[config.mk]
export PLATFORM = sky130hd
export DESIGN_NAME = mem_port_arbiter_flat
export DESIGN_NICKNAME = d
export VERILOG_FILES = /design/src/rtl/mem_port_arbiter_pkg.sv /design/src/rtl/mem_port_arbiter_if.sv /design/src/rtl/mem_wb_fifo.sv /design/src/rtl/mem_port_arbiter.sv /design/src/flat_wrapper.sv
export SDC_FILE = /design/constraint.sdc
export NUM_CORES = 1
export LEC_CHECK = 0
export CAP_MARGIN = 20
export CORE_AREA = 3 3 351 353
export CTS_CLUSTER_DIAMETER = 80
export CTS_CLUSTER_SIZE = 24
export DETAILED_ROUTE_END_ITERATION = 10
export DIE_AREA = 0 0 354 356
export HOLD_SLACK_MARGIN = 0.08
export PLACE_DENSITY = 0.5
export SYNTH_ARGS = -nofsm -noshare
export SYNTH_HDL_FRONTEND = slang
export SYNTH_SLANG_ARGS = --single-unit
[constraint.sdc]
create_clock -name clk -period 19.6 [get_ports clk]
set_input_delay 3.92 -clock clk [delete_from_list [all_inputs] [get_ports clk]]
set_output_delay 3.92 -clock clk [all_outputs]
set_load 0.01 [all_outputs]
[src/rtl/mem_port_arbiter_pkg.sv]
// Shared types and constants for the memory-port arbiter: FSM states,
// request-source encoding and the line-offset helper.
package mem_port_arbiter_pkg;

  localparam int DEF_WORD_SIZE = 32;
  localparam int DEF_LINE_SIZE = 128;

  typedef enum logic [1:0] {
    ARB_IDLE  = 2'd0,
    ARB_ISSUE = 2'd1,
    ARB_WAIT  = 2'd2
  } arb_state_t;

  typedef enum logic {
    SRC_I = 1'b0,
    SRC_D = 1'b1
  } src_t;

  // Number of byte-offset bits inside one cache line.
  function automatic int line_off_w(input int line_bits);
    return $clog2(line_bits / 8);
  endfunction

endpackage

[src/rtl/mem_port_arbiter_if.sv]
// Cache-side and memory-side signals of the memory-port arbiter.
// slave is the arbiter's view; master is the view of the core and memory model.
interface mem_port_arbiter_if
  import mem_port_arbiter_pkg::*;
#(
  parameter int WORD_SIZE = DEF_WORD_SIZE,
  parameter int LINE_SIZE = DEF_LINE_SIZE
);
  logic                 i_read;
  logic [WORD_SIZE-1:0] i_addr;
  logic                 i_res;
  logic [WORD_SIZE-1:0] i_res_addr;
  logic [LINE_SIZE-1:0] i_res_data;
  logic                 d_read;
  logic [WORD_SIZE-1:0] d_addr;
  logic                 d_res;
  logic [WORD_SIZE-1:0] d_res_addr;
  logic [LINE_SIZE-1:0] d_res_data;
  logic                 d_wenable;
  logic [WORD_SIZE-1:0] d_w_addr;
  logic [LINE_SIZE-1:0] d_w_data;
  logic                 d_w_full;
  logic                 mem_req;
  logic [WORD_SIZE-1:0] mem_req_addr;
  logic                 mem_write;
  logic [WORD_SIZE-1:0] mem_write_addr;
  logic [LINE_SIZE-1:0] mem_write_data;
  logic                 mem_res;
  logic [WORD_SIZE-1:0] mem_res_addr;
  logic [LINE_SIZE-1:0] mem_res_data;

  modport slave (
    input  i_read, i_addr, d_read, d_addr, d_wenable, d_w_addr, d_w_data,
           mem_res, mem_res_addr, mem_res_data,
    output i_res, i_res_addr, i_res_data, d_res, d_res_addr, d_res_data,
           d_w_full, mem_req, mem_req_addr, mem_write, mem_write_addr,
           mem_write_data
  );

  modport master (
    output i_read, i_addr, d_read, d_addr, d_wenable, d_w_addr, d_w_data,
           mem_res, mem_res_addr, mem_res_data,
    input  i_res, i_res_addr, i_res_data, d_res, d_res_addr, d_res_data,
           d_w_full, mem_req, mem_req_addr, mem_write, mem_write_addr,
           mem_write_data
  );

endinterface

[src/rtl/mem_wb_fifo.sv]
// Synchronous posted-write FIFO; DEPTH must be a power of two so the
// pointers wrap naturally. full is registered, empty derives from count.
module mem_wb_fifo #(
  parameter int WIDTH = 160,
  parameter int DEPTH = 2
) (
  input  logic                   clk,
  input  logic                   rst,
  input  logic                   push,
  input  logic                   pop,
  input  logic [WIDTH-1:0]       wdata,
  output logic [WIDTH-1:0]       rdata,
  output logic                   full,
  output logic                   empty,
  output logic [$clog2(DEPTH):0] count
);
  localparam int AW = $clog2(DEPTH);
  localparam int CW = AW + 1;

  logic [WIDTH-1:0] mem [DEPTH];
  logic [AW-1:0]    wr_ptr;
  logic [AW-1:0]    rd_ptr;
  logic             do_push;
  logic             do_pop;
  logic [CW-1:0]    count_next;

  assign empty      = (count == '0);
  assign do_pop     = pop && !empty;
  // A push into a full FIFO is still safe when the head leaves in the same cycle.
  assign do_push    = push && (!full || do_pop);
  assign count_next = count + CW'(do_push) - CW'(do_pop);
  assign rdata      = mem[rd_ptr];

  always_ff @(posedge clk or posedge rst) begin
    if (rst) begin
      wr_ptr <= '0;
      rd_ptr <= '0;
      count  <= '0;
      full   <= 1'b0;
    end else begin
      if (do_push) wr_ptr <= wr_ptr + AW'(1);
      if (do_pop)  rd_ptr <= rd_ptr + AW'(1);
      count <= count_next;
      full  <= (count_next == CW'(DEPTH));
    end
  end

  always_ff @(posedge clk) begin
    if (do_push) mem[wr_ptr] <= wdata;
  end

endmodule

[src/rtl/mem_port_arbiter.sv]
// Shares one memory port between I-cache refills, D-cache refills and posted
// D-cache line writes, with a single memory read outstanding at a time.
module mem_port_arbiter
  import mem_port_arbiter_pkg::*;
#(
  parameter int WORD_SIZE = DEF_WORD_SIZE,
  parameter int LINE_SIZE = DEF_LINE_SIZE,
  parameter int WB_DEPTH  = 2
) (
  input  logic              clk,
  input  logic              rst,
  mem_port_arbiter_if.slave bus
);
  localparam int OFF_W = line_off_w(LINE_SIZE);
  localparam int CNT_W = $clog2(WB_DEPTH) + 1;
  localparam logic [WORD_SIZE-1:0] ALIGN_MASK = {WORD_SIZE{1'b1}} << OFF_W;

  function automatic logic [WORD_SIZE-1:0] align(input logic [WORD_SIZE-1:0] a);
    return a & ALIGN_MASK;
  endfunction

  arb_state_t state;
  src_t       rr;
  src_t       rd_src;
  src_t       grant_src;
  logic       i_pend;
  logic       d_pend;
  logic       iss_write;
  logic       resp_hit;
  logic [WORD_SIZE-1:0] i_addr_q;
  logic [WORD_SIZE-1:0] d_addr_q;

  logic                           wb_pop;
  logic                           wb_full;
  logic                           wb_empty;
  logic [CNT_W-1:0]               wb_count;
  logic [WORD_SIZE+LINE_SIZE-1:0] wb_head;

  mem_wb_fifo #(
    .WIDTH (WORD_SIZE + LINE_SIZE),
    .DEPTH (WB_DEPTH)
  ) u_wb_fifo (
    .clk   (clk),
    .rst   (rst),
    .push  (bus.d_wenable),
    .pop   (wb_pop),
    .wdata ({align(bus.d_w_addr), bus.d_w_data}),
    .rdata (wb_head),
    .full  (wb_full),
    .empty (wb_empty),
    .count (wb_count)
  );

  assign bus.d_w_full = wb_full;
  assign wb_pop       = (state == ARB_IDLE) && !wb_empty;
  assign resp_hit     = (state == ARB_WAIT) && bus.mem_res &&
                        (align(bus.mem_res_addr) == bus.mem_req_addr);

  // Round-robin only decides a tie; a lone requester wins outright.
  always_comb begin
    grant_src = SRC_I;
    if (i_pend && d_pend) grant_src = rr;
    else if (d_pend)      grant_src = SRC_D;
  end

  always_ff @(posedge clk or posedge rst) begin
    if (rst) begin
      state              <= ARB_IDLE;
      rr                 <= SRC_I;
      rd_src             <= SRC_I;
      i_pend             <= 1'b0;
      d_pend             <= 1'b0;
      iss_write          <= 1'b0;
      i_addr_q           <= '0;
      d_addr_q           <= '0;
      bus.i_res          <= 1'b0;
      bus.i_res_addr     <= '0;
      bus.i_res_data     <= '0;
      bus.d_res          <= 1'b0;
      bus.d_res_addr     <= '0;
      bus.d_res_data     <= '0;
      bus.mem_req        <= 1'b0;
      bus.mem_req_addr   <= '0;
      bus.mem_write      <= 1'b0;
      bus.mem_write_addr <= '0;
      bus.mem_write_data <= '0;
    end else begin
      bus.i_res     <= 1'b0;
      bus.d_res     <= 1'b0;
      bus.mem_req   <= 1'b0;
      bus.mem_write <= 1'b0;

      if (bus.i_read && !i_pend) begin
        i_pend   <= 1'b1;
        i_addr_q <= align(bus.i_addr);
      end
      if (bus.d_read && !d_pend) begin
        d_pend   <= 1'b1;
        d_addr_q <= align(bus.d_addr);
      end

      case (state)
        ARB_IDLE: begin
          // Posted writes drain first so a later D-read sees memory up to date.
          if (wb_count != '0) begin
            bus.mem_write      <= 1'b1;
            bus.mem_write_addr <= wb_head[WORD_SIZE+LINE_SIZE-1:LINE_SIZE];
            bus.mem_write_data <= wb_head[LINE_SIZE-1:0];
            iss_write          <= 1'b1;
            state              <= ARB_ISSUE;
          end else if (i_pend || d_pend) begin
            bus.mem_req      <= 1'b1;
            bus.mem_req_addr <= (grant_src == SRC_I) ? i_addr_q : d_addr_q;
            rd_src           <= grant_src;
            iss_write        <= 1'b0;
            state            <= ARB_ISSUE;
            if (i_pend && d_pend) rr <= (rr == SRC_I) ? SRC_D : SRC_I;
          end
        end
        ARB_ISSUE: state <= iss_write ? ARB_IDLE : ARB_WAIT;
        ARB_WAIT: begin
          if (resp_hit) begin
            if (rd_src == SRC_I) begin
              bus.i_res      <= 1'b1;
              bus.i_res_addr <= align(bus.mem_res_addr);
              bus.i_res_data <= bus.mem_res_data;
              i_pend         <= 1'b0;
            end else begin
              bus.d_res      <= 1'b1;
              bus.d_res_addr <= align(bus.mem_res_addr);
              bus.d_res_data <= bus.mem_res_data;
              d_pend         <= 1'b0;
            end
            state <= ARB_IDLE;
          end
        end
        default: state <= ARB_IDLE;
      endcase
    end
  end

endmodule

[src/flat_wrapper.sv]
// flat-port wrapper written by rule: the top's interface ports become plain ports
module mem_port_arbiter_flat import mem_port_arbiter_pkg::*;
#(
  parameter int WORD_SIZE = DEF_WORD_SIZE,
  parameter int LINE_SIZE = DEF_LINE_SIZE,
  parameter int WB_DEPTH  = 2
)
  (clk, rst, bus_i_read, bus_i_addr, bus_d_read, bus_d_addr, bus_d_wenable, bus_d_w_addr, bus_d_w_data, bus_mem_res, bus_mem_res_addr, bus_mem_res_data, bus_i_res, bus_i_res_addr, bus_i_res_data, bus_d_res, bus_d_res_addr, bus_d_res_data, bus_d_w_full, bus_mem_req, bus_mem_req_addr, bus_mem_write, bus_mem_write_addr, bus_mem_write_data);
  mem_port_arbiter_if #(.WORD_SIZE(WORD_SIZE), .LINE_SIZE(LINE_SIZE)) bus_i ();
  input  logic clk;
  input  logic rst;
  input wire logic [$bits(bus_i.i_read)-1:0] bus_i_read;
  input wire logic [$bits(bus_i.i_addr)-1:0] bus_i_addr;
  input wire logic [$bits(bus_i.d_read)-1:0] bus_d_read;
  input wire logic [$bits(bus_i.d_addr)-1:0] bus_d_addr;
  input wire logic [$bits(bus_i.d_wenable)-1:0] bus_d_wenable;
  input wire logic [$bits(bus_i.d_w_addr)-1:0] bus_d_w_addr;
  input wire logic [$bits(bus_i.d_w_data)-1:0] bus_d_w_data;
  input wire logic [$bits(bus_i.mem_res)-1:0] bus_mem_res;
  input wire logic [$bits(bus_i.mem_res_addr)-1:0] bus_mem_res_addr;
  input wire logic [$bits(bus_i.mem_res_data)-1:0] bus_mem_res_data;
  output wire logic [$bits(bus_i.i_res)-1:0] bus_i_res;
  output wire logic [$bits(bus_i.i_res_addr)-1:0] bus_i_res_addr;
  output wire logic [$bits(bus_i.i_res_data)-1:0] bus_i_res_data;
  output wire logic [$bits(bus_i.d_res)-1:0] bus_d_res;
  output wire logic [$bits(bus_i.d_res_addr)-1:0] bus_d_res_addr;
  output wire logic [$bits(bus_i.d_res_data)-1:0] bus_d_res_data;
  output wire logic [$bits(bus_i.d_w_full)-1:0] bus_d_w_full;
  output wire logic [$bits(bus_i.mem_req)-1:0] bus_mem_req;
  output wire logic [$bits(bus_i.mem_req_addr)-1:0] bus_mem_req_addr;
  output wire logic [$bits(bus_i.mem_write)-1:0] bus_mem_write;
  output wire logic [$bits(bus_i.mem_write_addr)-1:0] bus_mem_write_addr;
  output wire logic [$bits(bus_i.mem_write_data)-1:0] bus_mem_write_data;
  assign bus_i.i_read = bus_i_read;
  assign bus_i.i_addr = bus_i_addr;
  assign bus_i.d_read = bus_d_read;
  assign bus_i.d_addr = bus_d_addr;
  assign bus_i.d_wenable = bus_d_wenable;
  assign bus_i.d_w_addr = bus_d_w_addr;
  assign bus_i.d_w_data = bus_d_w_data;
  assign bus_i.mem_res = bus_mem_res;
  assign bus_i.mem_res_addr = bus_mem_res_addr;
  assign bus_i.mem_res_data = bus_mem_res_data;
  assign bus_i_res = bus_i.i_res;
  assign bus_i_res_addr = bus_i.i_res_addr;
  assign bus_i_res_data = bus_i.i_res_data;
  assign bus_d_res = bus_i.d_res;
  assign bus_d_res_addr = bus_i.d_res_addr;
  assign bus_d_res_data = bus_i.d_res_data;
  assign bus_d_w_full = bus_i.d_w_full;
  assign bus_mem_req = bus_i.mem_req;
  assign bus_mem_req_addr = bus_i.mem_req_addr;
  assign bus_mem_write = bus_i.mem_write;
  assign bus_mem_write_addr = bus_i.mem_write_addr;
  assign bus_mem_write_data = bus_i.mem_write_data;
  mem_port_arbiter #(.WORD_SIZE(WORD_SIZE), .LINE_SIZE(LINE_SIZE), .WB_DEPTH(WB_DEPTH)) u_core (.clk(clk), .rst(rst), .bus(bus_i));
endmodule
==> results.json <==
{
  "vias": 19442,
  "synth.distinct_cells": 29,
  "combPwrFrac_pct": 19.4,
  "synth_cells": 2002,
  "design.portCount": 907,
  "cpMaxStageDelayCell": "or4_4",
  "gp_congestion": 0.841,
  "cts_setup_buffers": 0,
  "critical_path_arrival_ns": 7.94,
  "hpwl_um": 77300,
  "avgSynthCellArea_sq_um": 16.4,
  "synthXorXnorAreaFrac_pct": 0.878,
  "fmax_mhz": 135,
  "dr.first_iter.drc_count": 888,
  "clkTransAtPathRegs_ns": 0.09,
  "dr.pass1.iters": 5,
  "ys_seq_area_share_pct": 71.6,
  "synthSimpleGateAreaFrac_pct": 2.69,
  "tightest_slew_ns": 1.10,
  "cp.required_ns": 20.13,
  "syn2layout_area_growth_pct": 37.4,
  "detail_route.wl_per_cell_um": 23.6,
  "wirelength_um": 107000,
  "layout.nets": 3239,
  "hold_violations": 0,
  "status": "completed",
  "numPortBuffers": 874,
  "min_period_ns": 7.41,
  "net-switching-power_mw": 1.26,
  "ant_nets": 0,
  "h-tree-depth": 2,
  "pwr-share-clk_pct": 27.8,
  "clock-sinks": 880,
  "max_stage_delay_ns": 0.92,
  "grt.total_usage_pct": 16.3,
  "clock_skew_ns": 0.0341,
  "synth-adder-area-share_pct": 0.0760,
  "critPathLaunchType": "primary input",
  "cap_violations": 0,
  "timing.slew.headroom_pct": 26.9,
  "path_max_fanout": 103,
  "die_area_sq_um": 126000,
  "avgViaCountPerCell": 4.31,
  "cts_tree": "yes",
  "crit_top_cell": "or4_4",
  "grt_start_max_net_pins": 238,
  "final_core_util_pct": 37.7,
  "swShare_pct": 28.4,
  "core-area_sq_um": 120000,
  "final_common_cell": "clkdlybuf4s50_1",
  "path_class": "in -> reg",
  "layout-drive-gt1-share_pct": 16.7,
  "power.internal_mw": 3.17,
  "rows": 127,
  "die_x_um": 354,
  "clk_path_buf_depth": 3,
  "async_flop_share_pct": 64.5,
  "period_share_pct": 37.8,
  "cts_made_buffers": 51,
  "antenna_found_initial": 55,
  "p_leak_nw": 18.7,
  "ys_warn_count": 0,
  "drc": 0,
  "ys_seq_elements": 880,
  "rsz0062_at_grt": "false",
  "grt_pass1_wl_um": 151000,
  "initial_core_util_pct": 27.4,
  "synth-edff-count": 312,
  "synthesis.area_sq_um": 32900,
  "hp-class": "reg -> reg",
  "gr-total-overflow": 0,
  "r2r_slack_ns": 15.67,
  "ctsResizeCount": 0,
  "insertion_delay_ns": 0.66,
  "synth_mux_area_share_pct": 19.8,
  "path_cells": "clkdlybuf4s50_1 -> xnor2_1 -> nand4_1 -> or4_4 -> or4_4 -> buf_12 -> mux2_4",
  "end_kind": "register",
  "clockRootBuffer": "clkbuf_16",
  "p_seq_share_pct": 52.8,
  "layout_common_cells": "clkdlybuf4s50_1, dfrtp_1, edfxtp_1",
  "grt_pass1_vias": 20787,
  "dieHeight_um": 356,
  "cts_hold_buffers": 0,
  "synth_top_family_by_area": "multiplexers",
  "maxSlewViolCount": 0,
  "synth_compound_area_share_pct": 2.86,
  "synth-main-ff-cell": "dfrtp_1",
  "ir_drop_mv": 0.0773,
  "setup_viol": 0,
  "fin_tns_setup_ns": 0,
  "powerDensity_nw_per_um2": 98.1
}
-- power by group through the flow --
stage	Clock (mW)	Combinational, mW	Sequential (mW)
floorplan	0	0.304	2.45
global placement	0	0.870	2.37
detailed placement	0	0.883	2.38
CTS	1.29	0.887	2.35
global route	1.36	0.952	2.37
finish	1.23	0.861	2.34
-- kinds of logic (layout without fill, tap and decap cells) --
logic type | after synthesis | after routing
and+or+nand+nor | 220 | 220
AOI/OAI and AO/OA | 188 | 188
xor gates and xnor gates | 33 | 33
buffers and inverters | 125 | 995
adders and majority gates | 2 | 2
DFF | 880 | 880
other | 1 | 30
muxes | 553 | 553
-- cell usage after synthesis, drive strengths merged, types with 7 or more instances --
master | number | area share (%)
dfrtp | 568 | 43
mux2 | 368 | 14
edfxtp | 312 | 28
mux2i | 185 | 5.6
nand2 | 164 | 1.9
o21ai | 160 | 2.4
clkbuf | 65 | 0.74
buf | 54 | 1.2
nor2 | 36 | 0.41
a21oi | 28 | 0.43
xor2 | 17 | 0.45
xnor2 | 16 | 0.43
nor4 | 7 | 0.15
-- flip-flops by register name, summed over array words and instances, names as in the netlist, 28 cells and up --
register,cells
u_core.bus.d_res_addr,28
u_core.bus.d_res_data,128
u_core.bus.i_res_addr,28
u_core.bus.i_res_data,128
u_core.bus.mem_req_addr,28
u_core.bus.mem_write_addr,28
u_core.bus.mem_write_data,128
u_core.d_addr_q,28
u_core.i_addr_q,28
u_core.u_wb_fifo.mem,312
-- path summary, 6_finish.rpt --
check                                                              start                                       end  cells past startpoint
min in group asynchronous                                            rst     u_core.bus.d_res_data[63]$_DFFE_PP0P_                      2
worst max register to register   u_core.bus.mem_req_addr[10]$_DFFE_PP0P_     u_core.bus.d_res_data[66]$_DFFE_PP0P_                      6
worst min-delay path            u_core.bus.mem_write_data[1]$_DFFE_PP0P_  u_core.bus.mem_write_data[1]$_DFFE_PP0P_                      2
worst max-delay path                                bus_mem_res_addr[10]     u_core.bus.d_res_data[66]$_DFFE_PP0P_                      7
worst min register to register  u_core.bus.mem_write_data[1]$_DFFE_PP0P_  u_core.bus.mem_write_data[1]$_DFFE_PP0P_                      2
max in group asynchronous                                            rst       u_core.u_wb_fifo.wr_ptr$_DFFE_PP0P_                      5
-- routing by layer --
metal  part of all wire, %  GRT usage (%)  wire length [um]
met5                  0.30              0               322
met4                   2.3           3.90              2410
met3                   9.9           7.39             10500
met2                    50           28.7             53600
met1                    37           17.9             39800
-- critical path: cells and delay by family --
family | cells | cell delay, ns
buffers and inverters | 2 | 0.96
multiplexers | 1 | 0.51
AND/OR/NAND/NOR | 3 | 1.68
XOR/XNOR | 1 | 0.54
-- area by class of cell --
class                           instances  area, sq um
Inverter                                6         26.3
Fill cell                           11425        74900
Multi-Input combinational cell       1012         8790
Timing Repair Buffer                  896         9030
Clock buffer                           66         1400
Clock inverter                         27          359
Tap cell                             1612         2020
Antenna cell                           14         35.0
Sequential cell                       880        23600
-- metrics by stage --
step / cell area [sq um] / instances / hold slack, ns / power, mW / setup slack, ns
3_3_place_gp: 43400 / 4404 / 0.463 / 3.24 / 11.51
4_1_cts: 45100 / 4497 / 0.490 / 4.52 / 12.23
5_1_grt: 45200 / 4505 / 0.519 / 4.68 / 12.23
3_5_place_dp: 43400 / 4404 / 0.470 / 3.26 / 11.48
6_report: 45200 / 4513 / 0.485 / 4.44 / 12.19
2_1_floorplan: 33000 / 2017 / 0.440 / 2.76 / 7.94
(Power assumes the default switching activity.)
